### src/rtl/ram_port_arbiter_if.sv
// Single-requester access port: req/gnt handshake for one-word reads and
// writes, plus the registered read-return strobe and data.
interface ram_port_arbiter_if #(
    parameter int D_WIDTH = 16,
    parameter int A_WIDTH = 4
);
    logic               req;
    logic               we;
    logic [A_WIDTH-1:0] addr;
    logic [D_WIDTH-1:0] wdata;
    logic               gnt;
    logic               rvalid;
    logic [D_WIDTH-1:0] rdata;

    // Client side drives the request, the arbiter answers.
    modport master (
        output req, we, addr, wdata,
        input  gnt, rvalid, rdata
    );

    modport slave (
        input  req, we, addr, wdata,
        output gnt, rvalid, rdata
    );
endinterface

### src/rtl/ram_port_arbiter.sv
// Two-requester round-robin arbiter in front of a dual-port RAM (one write
// port, one read port, same clock). One access is granted per cycle; reads
// return one cycle after grant with a per-requester valid strobe.
module ram_port_arbiter #(
    parameter int D_WIDTH = 16,
    parameter int A_WIDTH = 4
) (
    input  logic               clk,
    input  logic               reset,
    ram_port_arbiter_if.slave  port0,
    ram_port_arbiter_if.slave  port1,
    output logic [A_WIDTH-1:0] ram_address_write,
    output logic [D_WIDTH-1:0] ram_data_write,
    output logic               ram_write_enable,
    output logic [A_WIDTH-1:0] ram_address_read,
    input  logic [D_WIDTH-1:0] ram_data_read
);

    // rr_ptr names the requester favoured on the next tie.
    logic               rr_ptr;
    logic               rd_valid;
    logic               rd_tag;
    logic [A_WIDTH-1:0] raddr_q;

    logic               gnt0;
    logic               gnt1;
    logic               granted;
    logic               sel_we;
    logic [A_WIDTH-1:0] sel_addr;
    logic [D_WIDTH-1:0] sel_wdata;
    logic               rd_grant;

    // Grant decode; gated by reset so grants drop the instant reset rises.
    always_comb begin
        gnt0 = 1'b0;
        gnt1 = 1'b0;
        if (!reset) begin
            if (port0.req && (!port1.req || !rr_ptr)) begin
                gnt0 = 1'b1;
            end else if (port1.req) begin
                gnt1 = 1'b1;
            end
        end
    end

    // Mux the granted requester onto the RAM ports.
    always_comb begin
        granted   = gnt0 | gnt1;
        sel_we    = gnt1 ? port1.we    : port0.we;
        sel_addr  = gnt1 ? port1.addr  : port0.addr;
        sel_wdata = gnt1 ? port1.wdata : port0.wdata;
        rd_grant  = granted & ~sel_we;

        ram_write_enable  = granted & sel_we;
        ram_address_write = sel_addr;
        ram_data_write    = sel_wdata;
        // Read address parks on its last value when no read is granted.
        ram_address_read  = rd_grant ? sel_addr : raddr_q;
    end

    // Pointer update and read-tag pipeline alongside the RAM's read register.
    always_ff @(posedge clk or posedge reset) begin
        if (reset) begin
            rr_ptr   <= 1'b0;
            rd_valid <= 1'b0;
            rd_tag   <= 1'b0;
            raddr_q  <= '0;
        end else begin
            if (gnt0) begin
                rr_ptr <= 1'b1;
            end else if (gnt1) begin
                rr_ptr <= 1'b0;
            end
            rd_valid <= rd_grant;
            if (rd_grant) begin
                rd_tag  <= gnt1;
                raddr_q <= sel_addr;
            end
        end
    end

    assign port0.gnt    = gnt0;
    assign port1.gnt    = gnt1;
    assign port0.rvalid = rd_valid & ~rd_tag;
    assign port1.rvalid = rd_valid &  rd_tag;
    assign port0.rdata  = ram_data_read;
    assign port1.rdata  = ram_data_read;

endmodule

### src/flat_wrapper.sv
// flat-port wrapper written by rule: the top's interface ports become plain ports
module ram_port_arbiter_flat 
#(
    parameter int D_WIDTH = 16,
    parameter int A_WIDTH = 4
)
  (clk, reset, ram_address_write, ram_data_write, ram_write_enable, ram_address_read, ram_data_read, port0_req, port0_we, port0_addr, port0_wdata, port0_gnt, port0_rvalid, port0_rdata, port1_req, port1_we, port1_addr, port1_wdata, port1_gnt, port1_rvalid, port1_rdata);
  ram_port_arbiter_if #(.D_WIDTH(D_WIDTH), .A_WIDTH(A_WIDTH)) port0_i ();
  ram_port_arbiter_if #(.D_WIDTH(D_WIDTH), .A_WIDTH(A_WIDTH)) port1_i ();
  input  logic clk;
  input  logic reset;
  output logic [A_WIDTH-1:0] ram_address_write;
  output logic [D_WIDTH-1:0] ram_data_write;
  output logic ram_write_enable;
  output logic [A_WIDTH-1:0] ram_address_read;
  input  logic [D_WIDTH-1:0] ram_data_read;
  input wire logic [$bits(port0_i.req)-1:0] port0_req;
  input wire logic [$bits(port0_i.we)-1:0] port0_we;
  input wire logic [$bits(port0_i.addr)-1:0] port0_addr;
  input wire logic [$bits(port0_i.wdata)-1:0] port0_wdata;
  output wire logic [$bits(port0_i.gnt)-1:0] port0_gnt;
  output wire logic [$bits(port0_i.rvalid)-1:0] port0_rvalid;
  output wire logic [$bits(port0_i.rdata)-1:0] port0_rdata;
  input wire logic [$bits(port1_i.req)-1:0] port1_req;
  input wire logic [$bits(port1_i.we)-1:0] port1_we;
  input wire logic [$bits(port1_i.addr)-1:0] port1_addr;
  input wire logic [$bits(port1_i.wdata)-1:0] port1_wdata;
  output wire logic [$bits(port1_i.gnt)-1:0] port1_gnt;
  output wire logic [$bits(port1_i.rvalid)-1:0] port1_rvalid;
  output wire logic [$bits(port1_i.rdata)-1:0] port1_rdata;
  assign port0_i.req = port0_req;
  assign port0_i.we = port0_we;
  assign port0_i.addr = port0_addr;
  assign port0_i.wdata = port0_wdata;
  assign port0_gnt = port0_i.gnt;
  assign port0_rvalid = port0_i.rvalid;
  assign port0_rdata = port0_i.rdata;
  assign port1_i.req = port1_req;
  assign port1_i.we = port1_we;
  assign port1_i.addr = port1_addr;
  assign port1_i.wdata = port1_wdata;
  assign port1_gnt = port1_i.gnt;
  assign port1_rvalid = port1_i.rvalid;
  assign port1_rdata = port1_i.rdata;
  ram_port_arbiter #(.D_WIDTH(D_WIDTH), .A_WIDTH(A_WIDTH)) u_core (.clk(clk), .reset(reset), .port0(port0_i), .port1(port1_i), .ram_address_write(ram_address_write), .ram_data_write(ram_data_write), .ram_write_enable(ram_write_enable), .ram_address_read(ram_address_read), .ram_data_read(ram_data_read));
endmodule
### config.mk
export PLATFORM = sky130hd
export DESIGN_NAME = ram_port_arbiter_flat
export DESIGN_NICKNAME = d
export VERILOG_FILES = /design/src/rtl/ram_port_arbiter_if.sv /design/src/rtl/ram_port_arbiter.sv /design/src/flat_wrapper.sv
export SDC_FILE = /design/constraint.sdc
export NUM_CORES = 1
export LEC_CHECK = 0
export CORE_ASPECT_RATIO = 0.75
export CORE_MARGIN = 5
export CORE_UTILIZATION = 24
export CTS_BUF_LIST = sky130_fd_sc_hd__clkbuf_4 sky130_fd_sc_hd__clkbuf_8
export CTS_CLUSTER_DIAMETER = 30
export DETAILED_ROUTE_END_ITERATION = 7
export GPL_TIMING_DRIVEN = 1
export PLACE_DENSITY = 0.82
export SETUP_SLACK_MARGIN = 0.1
export SYNTH_ARGS = -nofsm -noshare
export SYNTH_HDL_FRONTEND = slang
export SYNTH_SLANG_ARGS = --single-unit
### constraint.sdc
create_clock -name clk -period 2.3 [get_ports clk]
set_input_delay 0.46 -clock clk [delete_from_list [all_inputs] [get_ports clk]]
set_output_delay 0.46 -clock clk [all_outputs]
set_load 0.05 [all_outputs]
==> flow_summary.toml <==
[sta]
fmax_mhz = 457.2
fin_crit_sh = 0.9509
setup_viol_count_final = 0
finalHoldViolations = 0
fin_hold_ws_ns = 0.2740
max_slew_margin = 0.6563
worst-slew-pin-transition_ns = 0.5139
final.min_clock_period_ns = 2.187
grt_setup_unrepaired = "true"
slew_violations = 0
fin_skew_ns = 0.005516

[worst_setup_path]
crit_path_end_kind = "output port"
startpoint_type = "flip-flop"
r2r_cells = 4
cp.arrival_ns = 1.73
required_ns = 1.84
critical_path.max_fanout = 6
crit_type = "reg2out"

[global_route]
grt_pass1_wl_um = 4643
grt_usage = 0.1304
antenna_found_initial = 0
grt_pass1_vias = 915
grt-ovfl-total = 0
grt_max_degree = 19

[cells_and_area]
n_fill_cell = 303
antenna_cells = 0
drive_gt1_frac = 0.5674
final_cells = 181
layout.nets = 204
syn2layout_area_growth_pct = 112.4
fin_area_mm2 = 0.001785

[logic_synthesis]
ys_seq_elements = 7
synth_cells = 82
ys_types = 18
ys.warnings.count = 0
ys_seq_area_frac = 0.2083
syn_area_um2 = 840.8
synth.area.top_cells = "buf_4 29%, mux2_2 27%, dfrtp_1 21%"
avgSynthCellArea_um2 = 10.25
syn-num-nets = 144
synth_top_area_frac = 0.2857
synth_top_area_cell = "buf_4"

[clocking]
clock_path_buffers = 2
root_buffer = "clkbuf_8"
cts_sinks = 7
cts_tree = "built"
ctsHoldBuffers = 0
numCtsBuffers = 3
clk_latency_ns = 0.23
clkSlewWorstSetupHoldPaths_ns = 0.05
htreeDepth = 1

[die]
die_y_um = 61.26
rows = 18
die_area_mm2 = 0.004799
initial_core_util = 0.2523
core-area_mm2 = 0.003333
ios = 123
die_w_um = 78.35

[power_and_ir_drop]
ir_worst_vdd_uv = 451.9
p_int_mw = 0.6326
p_clk_frac = 0.187
combPwrFrac = 0.653
power_frac_seq = 0.160
p_leak_nw = 0.7944
totalPowerFinal_mw = 1.033
netSwitchingFraction = 0.3878
p_switching_mw = 0.4007
cellPowerDensity_mw_per_mm2 = 578.8

[placed_design]
hpwl_um = 2522
dpl_cell_area_mm2 = 0.001663
portBuffers = 74
routabilityCongestion = 0.8100
numPlacedInstances = 171

[routing]
viasPerCell = 4.448
ant_nets = 0
first_pass_iters = 4
drt_wl_total_um = 3043
vias = 805
drt_iter0_markers = 11
drc = 0
wire_per_inst_um = 16.81

[status]
outcome = "completed"

[flow_run]
max-cap-violations = 0

[min_path]
hp-class = "in2async"
-- layer usage --
layer | track usage | wire, µm | vias to the layer above
met2 | 0.2463 | 1630 | 51
met1 | 0.1237 | 1002 | 374
met4 | 0.06484 | 76 | 0
li1 | - | - | 364
met5 | 0 | 0 | -
met3 | 0.05994 | 334 | 16
-- placed cells by master (no fill, tap or decap), drive strengths merged --
cell type	n
a21oi	2
a31oi	1
and2	1
buf	43
clkbuf	5
clkdlybuf4s15	1
clkdlybuf4s50	43
dfrtp	7
dlygate4sd2	1
inv	3
mux2	24
nand2	2
nand2b	1
nand3	3
nor2	1
nor2b	1
o2bb2ai	1
o32a	1
-- power groups by stage --
stage	sequential (mW)	combinational [mW]	clock, mW
after detailed placement	0.167	0.627	0
after global placement	0.166	0.617	0
after floorplan	0.162	0.479	0
after global routing	0.168	0.703	0.210
final	0.165	0.675	0.193
after CTS	0.165	0.678	0.200
-- registers in the layout, indices dropped and copies added (netlist names) --
signal,flops
u_core.raddr_q,4
u_core.rr_ptr,1
u_core.rd_valid,1
u_core.rd_tag,1
-- worst max-delay path, cell delays in order, from the launching register on --
cell	delay [ns]
dfrtp_1	0.40
nand2b_4	0.16
nand3_4	0.13
mux2_2	0.36
mux2_4	0.29
buf_8	0.15
-- synth_stat cells --
cell type,n
a21oi_1,2
a31oi_1,1
and2_1,1
buf_2,1
buf_4,32
buf_6,1
dfrtp_1,7
inv_1,3
mux2_2,20
mux2_4,4
nand2_1,2
nand2b_4,1
nand3_1,2
nand3_4,1
nor2_1,1
nor2b_1,1
o2bb2ai_1,1
o32a_4,1
-- repair_timing --
item / in CTS / in global routing
gates resized for setup: 20 / 3
pin swaps: 3 / 1
buffers inserted: 6 / 0
setup endpoints to repair: 25 / 21
-- path summary, 6_finish.rpt --
kind / from / to / slack, ns
worst max-delay path: u_core.rr_ptr$_DFFE_PP0P_ / ram_address_read[2] / 0.11
worst min-delay path: reset / u_core.raddr_q[2]$_DFF_PP0_ / 0.27
worst max register to register: u_core.rr_ptr$_DFFE_PP0P_ / u_core.raddr_q[2]$_DFF_PP0_ / 0.84
worst min register to register: u_core.raddr_q[1]$_DFF_PP0_ / u_core.raddr_q[1]$_DFF_PP0_ / 0.50
max in group asynchronous: reset / u_core.raddr_q[0]$_DFF_PP0_ / 1.89
min in group clk: u_core.raddr_q[1]$_DFF_PP0_ / u_core.raddr_q[1]$_DFF_PP0_ / 0.50
-- stage by stage --
step / setup slack [ns] / util / TNS (ns)
after floorplan: 0.1793 / - / 0
after global placement: -0.1965 / 0.4989 / -3.730
after detailed placement: -0.2534 / 0.4989 / -4.961
after CTS: 0.09637 / 0.5349 / 0
after global routing: 0.04396 / 0.5357 / 0
final: 0.1130 / 0.5357 / 0
-- cells by family (layout without fill, tap and decap cells) --
logic type | Yosys count | in the layout | synth area share
AOI/OAI and AO/OA | 5 | 5 | 0.05655
buffers and inverters | 37 | 96 | 0.3184
DFF | 7 | 7 | 0.2083
muxes | 24 | 24 | 0.3393
and+or+nand+nor | 9 | 9 | 0.07739
-- area by class of cell --
cell class	count	area (µm²)	area share
Inverter	3	11.26	0.006307
Multi-Input combinational cell	38	410.4	0.2299
Sequential cell	7	175.2	0.09811
Tap cell	40	50.05	0.02803
Clock buffer	4	48.80	0.02733
Timing Repair Buffer	89	1090	0.6104
Note: power is estimated with default switching activity, not from simulation.
